[src/rtl/ws2812b_pulse_encoder.sv]
// WS2812B serial encoder: shifts 24-bit GRB pixels out MSB first as fixed-period
// high/low pulses on dout, and emits the low reset/latch code on request.
module ws2812b_pulse_encoder #(
    parameter int CLK_HZ       = 64000000,
    parameter int T0H_CYCLES   = 26,
    parameter int T1H_CYCLES   = 51,
    parameter int BIT_CYCLES   = 80,
    parameter int RESET_CYCLES = 3200
) (
    input  logic        clk,
    input  logic        reset,
    input  logic [23:0] pixel_data,
    input  logic        pixel_valid,
    output logic        pixel_ready,
    input  logic        latch,
    output logic        busy,
    output logic        dout
);

    typedef enum logic [1:0] {
        IDLE  = 2'd0,
        HIGH  = 2'd1,
        LOW   = 2'd2,
        LATCH = 2'd3
    } state_t;

    localparam logic [11:0] T0H_W   = 12'(T0H_CYCLES);
    localparam logic [11:0] T1H_W   = 12'(T1H_CYCLES);
    localparam logic [11:0] BIT_W   = 12'(BIT_CYCLES);
    localparam logic [11:0] RESET_W = 12'(RESET_CYCLES);

    state_t      state_q, state_d;
    logic [11:0] cnt_q, cnt_d;
    logic [4:0]  bit_idx_q, bit_idx_d;
    logic [23:0] shreg_q, shreg_d;
    logic        latch_pending_q, latch_pending_d;
    logic        dout_q, dout_d;

    logic [11:0] th_s;
    logic [11:0] tl_s;
    logic        bit_end_s;
    logic        pixel_end_s;
    logic        latch_req_s;
    logic        accept_s;

    // Bit timing, handshake and status decode from the current state.
    always_comb begin
        th_s        = shreg_q[23] ? T1H_W : T0H_W;
        tl_s        = BIT_W - th_s;
        bit_end_s   = (state_q == LOW) && (cnt_q == tl_s - 12'd1);
        pixel_end_s = bit_end_s && (bit_idx_q == 5'd0);
        latch_req_s = latch_pending_q || latch;
        pixel_ready = ((state_q == IDLE) || pixel_end_s) && !latch_pending_q && !latch;
        accept_s    = pixel_valid && pixel_ready;
        busy        = (state_q != IDLE) || latch_pending_q;
        dout        = dout_q;
    end

    // Next-state logic; dout_d always reflects the state being entered.
    always_comb begin
        state_d         = state_q;
        cnt_d           = cnt_q + 12'd1;
        bit_idx_d       = bit_idx_q;
        shreg_d         = shreg_q;
        latch_pending_d = latch_pending_q || (latch && (state_q != LATCH));
        dout_d          = 1'b0;
        case (state_q)
            IDLE: begin
                cnt_d = 12'd0;
                if (latch_req_s) begin
                    state_d         = LATCH;
                    latch_pending_d = 1'b0;
                end else if (accept_s) begin
                    state_d   = HIGH;
                    shreg_d   = pixel_data;
                    bit_idx_d = 5'd23;
                    dout_d    = 1'b1;
                end else begin
                    state_d = IDLE;
                end
            end
            HIGH: begin
                if (cnt_q == th_s - 12'd1) begin
                    state_d = LOW;
                    cnt_d   = 12'd0;
                end else begin
                    dout_d = 1'b1;
                end
            end
            LOW: begin
                if (!bit_end_s) begin
                    dout_d = 1'b0;
                end else if (bit_idx_q != 5'd0) begin
                    state_d   = HIGH;
                    cnt_d     = 12'd0;
                    bit_idx_d = bit_idx_q - 5'd1;
                    shreg_d   = {shreg_q[22:0], 1'b0};
                    dout_d    = 1'b1;
                end else if (latch_req_s) begin
                    // A pending latch wins the pixel boundary; never cuts a pixel short.
                    state_d         = LATCH;
                    cnt_d           = 12'd0;
                    latch_pending_d = 1'b0;
                end else if (accept_s) begin
                    state_d   = HIGH;
                    cnt_d     = 12'd0;
                    shreg_d   = pixel_data;
                    bit_idx_d = 5'd23;
                    dout_d    = 1'b1;
                end else begin
                    state_d = IDLE;
                    cnt_d   = 12'd0;
                end
            end
            LATCH: begin
                if (cnt_q != RESET_W - 12'd1) begin
                    state_d = LATCH;
                end else if (latch_pending_q) begin
                    cnt_d           = 12'd0;
                    latch_pending_d = 1'b0;
                end else begin
                    state_d = IDLE;
                    cnt_d   = 12'd0;
                end
            end
            default: begin
                state_d         = IDLE;
                cnt_d           = 12'd0;
                bit_idx_d       = 5'd0;
                shreg_d         = 24'd0;
                latch_pending_d = 1'b0;
            end
        endcase
    end

    // State registers with synchronous reset.
    always_ff @(posedge clk) begin
        if (reset) begin
            state_q         <= IDLE;
            cnt_q           <= 12'd0;
            bit_idx_q       <= 5'd0;
            shreg_q         <= 24'd0;
            latch_pending_q <= 1'b0;
            dout_q          <= 1'b0;
        end else begin
            state_q         <= state_d;
            cnt_q           <= cnt_d;
            bit_idx_q       <= bit_idx_d;
            shreg_q         <= shreg_d;
            latch_pending_q <= latch_pending_d;
            dout_q          <= dout_d;
        end
    end

endmodule

[config.mk]
export PLATFORM = sky130hd
export DESIGN_NAME = ws2812b_pulse_encoder
export DESIGN_NICKNAME = d
export VERILOG_FILES = /design/src/rtl/ws2812b_pulse_encoder.sv
export SDC_FILE = /design/constraint.sdc
export NUM_CORES = 1
export LEC_CHECK = 0
export BUFFER_PORTS_ARGS = -buffer_cell sky130_fd_sc_hd__buf_2
export CORE_ASPECT_RATIO = 0.6
export CORE_MARGIN = 2
export CORE_UTILIZATION = 50
export CTS_BUF_LIST = sky130_fd_sc_hd__clkbuf_8
export DETAILED_ROUTE_END_ITERATION = 7
export GPL_ROUTABILITY_DRIVEN = 0
export PLACE_DENSITY = 0.76
export SYNTH_ARGS = -nofsm -noshare
export SYNTH_HDL_FRONTEND = slang
export SYNTH_SLANG_ARGS = --single-unit
export TNS_END_PERCENT = 30
[constraint.sdc]
create_clock -name clk -period 5.15 [get_ports clk]
set_input_delay 0.515 -clock clk [delete_from_list [all_inputs] [get_ports clk]]
set_output_delay 0.515 -clock clk [all_outputs]
set_load 0.05 [all_outputs]
Word level (Yosys, flattened, before mapping). Index checks and enable logic that the tools add are counted.

Input bits: 28. Logic and storage cells: 75. Flip-flop bits (word level): 45.

Reductions and logical operators: 19. Add/subtract/negate cells: 5. Eq/ne operators: 10. Muxes and demuxes: 35.

Operator list (number): 2-to-1 mux 24 bit (4); one-hot mux 12 bit (4 select lines) (1); one-hot mux 24 bit (2 select lines) (1); 2-to-1 mux 12 bit (3); == test 12 bit (2); 2-to-1 mux 5 bit (4); adder 12 x 1 -> 12 bit (second input constant) (1); 2-to-1 mux 2 bit (6); inequality test 12 bit (second input constant) (1); 2-to-1 mux 1 bit (11); one-hot mux 5 bit (2 select lines) (1); subtractor 8 x 2 -> 9 bit (second input constant) (1); one-hot mux 2 bit (4 select lines) (1); subtractor 7 x 6 -> 8 bit (first input constant) (1); subtractor 6 x 1 -> 7 bit (second input constant) (1); logical AND 1 bit (6); 2-to-1 mux 6 bit (1); inequality test 2 bit (second input constant) (3); one-hot mux 1 bit (3 select lines) (2); logical NOT 5 bit (1); nonzero test 5 bit (1); subtractor 5 x 1 -> 5 bit (second input constant) (1); == test 2 bit (second input constant) (2); logical OR 1 bit (4); other kinds (7) (9).

Longest topological paths before layout. Gate-level depths: netlist of run 1.

Depth in word-level cells: 15. Mapped depth: 8.

Worst setup path after synthesis of run 1. No wires, ideal clock.

Path kind: register to output. From: reg bit_idx_q[0]. To: out pixel_ready. Data required time: 4635 ps. Stages on the path, launching flop included: 8. Arrival time: 3129 ps. Path slack: 1506 ps. Cells stage by stage: dfxtp_1 -> inv_1 -> ha_1 -> or4b_2 -> o31a_1 -> buf_6 -> buf_6 -> nor4_1.

Cells in the longest elaborated chain, start to end: 5.

RTL lines: start, declared (line 34) `logic [4:0] bit_idx_q, bit_idx_d;`; start signal, assigned (line 148) `bit_idx_q <= bit_idx_d;`; logical NOT 5 bit (line 51) `pixel_end_s = bit_end_s && (bit_idx_q == 5'd0);`; logical AND 1 bit (line 51); logical OR 1 bit (line 53) `pixel_ready = ((state_q == IDLE) || pixel_end_s) && !latch_pending_q && !latch;`; logical AND 1 bit (2 in series) (line 53); end, declared (line 14) `output logic pixel_ready,`.

No other way between the ends.

Worst setup path after layout of run 1. Ends and elaborated chain as after synthesis.

==> run_results.csv, run 1 <==
group,metric,value,unit
status,outcome,"complete, no violations",
synthesis,synth_area,2570,um2
synthesis,syn_nets,360,
sta,min_period,3040,ps
synthesis,synth_top_family_by_area,"simple AND/OR/NAND/NOR gates",
setup_path,rr_worst_depth,7,
power,power_density,420,nW/um2
clocking,cts_tree,"done",
worst_hold_path,min_from,"shreg_q[14]",
setup_path,reg2reg_from,"bit_idx_q[0]",
sta,finalSetupViolations,0,
synthesis,netlist-cell-type-count,46,
clocking,max-clock-path-buffers,2,
sta,setup_ws,2110,ps
worst_hold_path,hp-class,"flip-flop to flip-flop",
synthesis,avgSynthCellArea,7.82,um2
global_routing,grt_pass1_wl,9.68,mm
sta,min_period_over_period,0.590,
setup_path,worst-r2r-setup-slack,2320,ps
final_layout,drive_above_1_share,0.151,
route,routed_wl,5.94,mm
job,maxCapViolCount,0,
setup_path,slowest_stage,"or4b_2",
setup_path,required,4640,ps
synthesis,synth_edf_count,0,
clocking,clkTransAtPathRegs,80,ps
setup_path,cp_data_arrival_time,2520,ps
global_routing,overflow,0,
synthesis,synth.most_common_cell,"nand3_1",
power,irDropWorstVdd,0.251,mV
global_routing,grt_usage,0.208,
setup_path,path_delay_family,"simple AND/OR/NAND/NOR gates",
synthesis,ys_warn_count,0,
route,ant_nets,0,
floorplanning,start_util,0.514,
sta,worst_pin_slew,879,ps
setup_path,crit_buf_inv,3,
route,vias_per_cell,5.75,
synthesis,synthTopCellsByArea,"dfxtp_1 35%, nand3_1 9.7%, o22a_1 6.8%, nor2_1 6.6%, o31ai_1 6.1%",
route,vias,2364,
clocking,cts_setup_buffers,0,
power,p_switching,0.000509,W
global_routing,first_global_vias,1997,
setup_path,cp_max_fo,28,
floorplanning,die_x,96.6,um
clocking,cts.htree.levels,2,
final_layout,final_area,2790,um2
synthesis,synth_fa_ha_area_frac,0.0146,
synthesis,synthTopCellsByCount,"50 x nand3_1, 45 x dfxtp_1, 45 x nor2_1",
floorplanning,io_pins,31,
synthesis,ys_ff_latch,45,
synthesis,async_reset_ff_frac,0,
worst_hold_path,whs_endpoint,"shreg_q[14]",
clocking,cts_hold_buf,0,
clocking,ctsRootBufferMaster,"clkbuf_8",
sta,skew,3.77,ps
floorplanning,coreArea,5000,um2
synthesis,synth_xor_area_frac,0.0408,
synthesis,synthSimpleGateAreaFrac,0.269,
power,p_sw_frac,0.435,
global_routing,antenna_found_initial,0,
setup_path,path_class,"flip-flop to output pin",
placement,hpwlAfterDp,4.09,mm
synthesis,synth_seq_area_share,0.350,
global_routing,grt_max_degree,48,
sta,setup_tns,0,ps
synthesis,synthMuxAreaShare,0.00826,
sta,max_freq,329,MHz
synthesis,yosysTopAreaCell,"dfxtp_1",
route,first_pass_iters,4,
setup_path,slowest_delay,630,ps
sta,hold_violations,0,
floorplanning,fp.dieArea,5760,um2
placement,dp_worst_setup_slack,2320,ps
final_layout,n_antenna_cell,0,
route,routedWlPerCell,14.5,um
floorplanning,dieHeight,59.6,um
worst_hold_path,holdPathStages,2,
synthesis,synth_compound_area_frac,0.225,
setup_path,endpoint_kind,"output pin",
final_layout,fin_nets,377,
synthesis,synth_top_area_share,0.350,
power,power_frac_seq,0.413,
clocking,cts_inserted_buffers,5,
sta,rsz0062_at_grt,"false",
route,drt_iter0_drc,218,
final_layout,syn_to_final_growth,8.22,%
power,pwr-share-clk,0.172,
placement,io_buffers,30,
synthesis,syn_inst,329,
setup_path,rr_endpoint,"shreg_q[13]",
setup_path,crit_path_start_kind,"flip-flop",
placement,place_area,2710,um2
route,post-route-drc-count,0,
power,p_int,0.000662,W
setup_path,crit_chain,"inv_1 > ha_1 > or4b_2 > o31a_1 > buf_4 > nor4_1 > buf_2",
sta,slew_viol_final,0,
sta,slew_headroom,0.414,
clocking,cts_resized,0,
power,power_leakage,1.01,nW
floorplanning,fp-row-count,20,
power,power_frac_comb,0.414,
clocking,clock-sinks,45,
clocking,insertion_delay,290,ps
synthesis,synth_ff_type,"dfxtp_1",
==> power groups by stage <==
stage	sequential [W]	combinational [W]	clock, W
6_report	0.000484	0.000485	0.000202
3_5_place_dp	0.000489	0.000481	0
2_1_floorplan	0.000464	0.000406	0
5_1_grt	0.000494	0.000532	0.000219
4_1_cts	0.000481	0.000483	0.000204
3_3_place_gp	0.000487	0.000473	0
==> registers in the layout, indices dropped and copies added (netlist names) <==
register / count
bit_idx_q: 5
cnt_q: 12
dout: 1
latch_pending_q: 1
shreg_q: 24
state_q: 2
==> worst max-delay path by stage <==
stage                       startpoint           to  slack (ps)  depth (start not counted)
after global routing      bit_idx_q[0]  pixel_ready        1930                          7
after detailed placement  bit_idx_q[0]  shreg_q[13]        2320                          7
after CTS                 bit_idx_q[0]  pixel_ready        2100                          7
final                     bit_idx_q[0]  pixel_ready        2110                          7
after global placement    bit_idx_q[0]   shreg_q[5]        2460                          7
after floorplan           bit_idx_q[0]  pixel_ready        1510                          7
==> through the flow <==
step,util,cells,total power [W],hold slack [ps]
5_1_grt,0.557,411,0.00124,494
2_1_floorplan,-,329,0.000870,437
6_report,0.557,411,0.00117,484
4_1_cts,0.557,411,0.00117,485
3_5_place_dp,0.542,405,0.000971,467
3_3_place_gp,0.542,405,0.000961,458
==> cell usage in the layout, fill, tap and decap left out, types with 4 or more instances in the layout <==
cell type	n
a21oi_1	11
and3_1	4
buf_2	30
buf_4	5
clkbuf_8	5
dfxtp_1	45
inv_1	27
nand2_1	12
nand3_1	50
nor2_1	44
nor3_1	6
nor4_1	4
o21ai_0	4
o22a_1	20
o31ai_1	21
xnor2_1	5
xor2_1	7
==> metal layers <==
metal  vias to the layer above  global-route usage  routed length (um)
li1                       1204                   -                   -
met1                      1090               0.320                3130
met2                        68               0.288                2360
met3                         2              0.0542                 424
met4                         0              0.0463                  21
met5                         -                   0                   0
==> final cells by class <==
type                       instances  area [um2]
inverter                          27         101
tap                               66        82.6
clock inverter                     1        5.00
clock buffer                       5        68.8
fill                             486        2220
multi-input combinational        232        1440
timing repair buffer              35         188
sequential                        45         901
==> kinds of logic after synthesis <==
kind of cell,after synthesis
compound gates,75
xor+xnor,12
fa+ha+maj,3
buf+inv,52
flops,45
mux,2
simple gates,140
==> worst register-to-register path: stages (launching register included) <==
cell     delay (ps)
dfxtp_1         310
inv_1           110
ha_1            170
or4b_2          630
o31a_1          300
buf_4           230
o21ai_2         740
o31ai_1         190
(Power assumes the default switching activity.)
==> inputs of run 2 (changes only) <==
--- a/config.mk
+++ b/config.mk
@@ -12,7 +12,7 @@
 export CTS_BUF_LIST = sky130_fd_sc_hd__clkbuf_8
 export DETAILED_ROUTE_END_ITERATION = 7
 export GPL_ROUTABILITY_DRIVEN = 0
-export PLACE_DENSITY = 0.76
+export PLACE_DENSITY = 0.79
 export SYNTH_ARGS = -nofsm -noshare
 export SYNTH_HDL_FRONTEND = slang
 export SYNTH_SLANG_ARGS = --single-unit
==> constraint.sdc (replaced) <==
create_clock -name clk -period 2.7 [get_ports clk]
set_input_delay 0.27 -clock clk [delete_from_list [all_inputs] [get_ports clk]]
set_output_delay 0.27 -clock clk [all_outputs]
set_load 0.05 [all_outputs]
==> run 2 against run 1 <==
Against the previous run: first-iteration DRC count rose by 18%; worst setup slack got worse by 2000 ps; critical endpoint unchanged; combinational power rose by 110%; die area did not move; global-route usage rose by 1.3 points; hold slack got worse by 250 ps; sequential power rose by 92%.
==> run_results.csv, run 2 (synthesis results as in run 1) <==
group,metric,value,unit
final_layout,drive_above_1_share,0.173,
sta,slew_headroom,0.542,
sta,min_period_over_period,0.952,
placement,io_buffers,30,
placement,dp.cells,411,
setup_path,required,2430,ps
final_layout,post-route-util,0.581,
final_layout,mostFrequentLayoutCells,"50 x nand3_1, 45 x dfxtp_1, 44 x nor2_1, 29 x buf_2, 27 x inv_1",
setup_path,crit_path_start_kind,"flip-flop",
clocking,cts_inserted_buffers,5,
power,power_density,872,nW/um2
route,ant_nets,0,
sta,worst_pin_slew,685,ps
placement,dp_worst_setup_slack,444,ps
clocking,ctsRootBufferMaster,"clkbuf_8",
route,vias_per_cell,5.85,
floorplanning,fp-row-count,20,
final_layout,syn_to_final_growth,13.0,%
final_layout,largest_register,"shreg_q",
sta,setup_tns,0,ps
setup_path,cp_data_arrival_time,2300,ps
sta,slew_viol_final,0,
sta,setup_ws,129,ps
clocking,cts_setup_buffers,0,
power,irDropWorstVdd,0.565,mV
final_layout,n_antenna_cell,0,
job,maxCapViolCount,0,
floorplanning,io_pins,31,
setup_path,cp_max_fo,4,
global_routing,overflow,0,
clocking,clock-sinks,45,
route,routedWlPerCell,14.9,um
setup_path,endpoint_kind,"output pin",
clocking,cts_tree,"done",
route,post-route-drc-count,0,
setup_path,path_class,"flip-flop to output pin",
floorplanning,fp.dieArea,5760,um2
clocking,insertion_delay,310,ps
floorplanning,dieHeight,59.6,um
final_layout,final_cell_count_no_fill,419,
worst_hold_path,hp-class,"input pin to flip-flop",
status,outcome,"complete, no violations",
clocking,cts.htree.levels,2,
route,vias,2450,
global_routing,grt_usage,0.221,
floorplanning,coreArea,5000,um2
floorplanning,die_x,96.6,um
floorplanning,start_util,0.514,
route,first_pass_iters,5,
sta,hold_violations,0,
global_routing,first_global_vias,2074,
power,power_leakage,1.07,nW
final_layout,largest_reg_flops,24,
sta,rsz0062_at_grt,"false",
final_layout,num-fill-cells,478,
global_routing,grt_pass1_wl,10.2,mm
sta,skew,8.60,ps
sta,min_period,2570,ps
sta,max_freq,389,MHz
clocking,cts_hold_buf,0,
final_layout,largest_registers,"shreg_q x24, cnt_q x12, bit_idx_q x5",
sta,finalSetupViolations,0,
clocking,clkTransAtPathRegs,80,ps
route,routed_wl,6.24,mm
placement,hpwlAfterDp,4.32,mm
final_layout,fin_nets,383,
global_routing,grt_max_degree,25,
clocking,max-clock-path-buffers,2,
global_routing,antenna_found_initial,0,
route,drt_iter0_drc,258,
final_layout,layout_commonest_cell,"nand3_1",
run 2: final timing paths:
check	from	endpoint	slack (ps)	depth (start not counted)
setup / recovery	bit_idx_q[0]	pixel_ready	130	6
hold / removal	pixel_data[0]	shreg_q[0]	240	3
setup reg to reg	bit_idx_q[0]	shreg_q[0]	460	7
hold reg to reg	shreg_q[2]	shreg_q[2]	480	2
run 2: through the flow:
stage          hold slack (ps)  power, W  instance area (um2)
6_report                   239   0.00254                 2910
2_1_floorplan              412   0.00168                 2590
4_1_cts                    226   0.00253                 2910
3_3_place_gp               455   0.00190                 2770
3_5_place_dp               471   0.00192                 2770
5_1_grt                    238   0.00269                 2910
run 2: cell type report:
cell class	count	area [um2]	share of cell area
clock inverter	3	65.1	0.0224
tap	66	82.6	0.0284
multi-input combinational	232	1450	0.500
clock buffer	5	68.8	0.0237
timing repair buffer	41	235	0.0809
sequential	45	901	0.310
inverter	27	101	0.0349
run 2: critical path: stages (launching register included):
cell	delay (ps)
dfxtp_1	320
inv_1	100
ha_1	160
or4b_2	620
o31a_1	390
nor4_4	140
clkbuf_4	270
run 2: report_power, final:
group / switching (W) / internal (W)
combinational: 0.000635 / 0.000367
sequential: 0.000152 / 0.000778
clock: 0.000237 / 0.000368
total: 0.00102 / 0.00151
run 2: repair_timing:
item / 4_1_cts / 5_1_grt
gates resized for setup: 0 / 1
endpoints found under the setup margin: 0 / 1
hold endpoints to repair: 0 / 0
run 2: routing by layer:
metal  up-vias  global-route usage  wire length, um
met5         -                   0                0
li1       1218                   -                -
met4         0              0.0845               87
met2        91               0.299             2490
met1      1134               0.333             3180
met3         7              0.0590              490
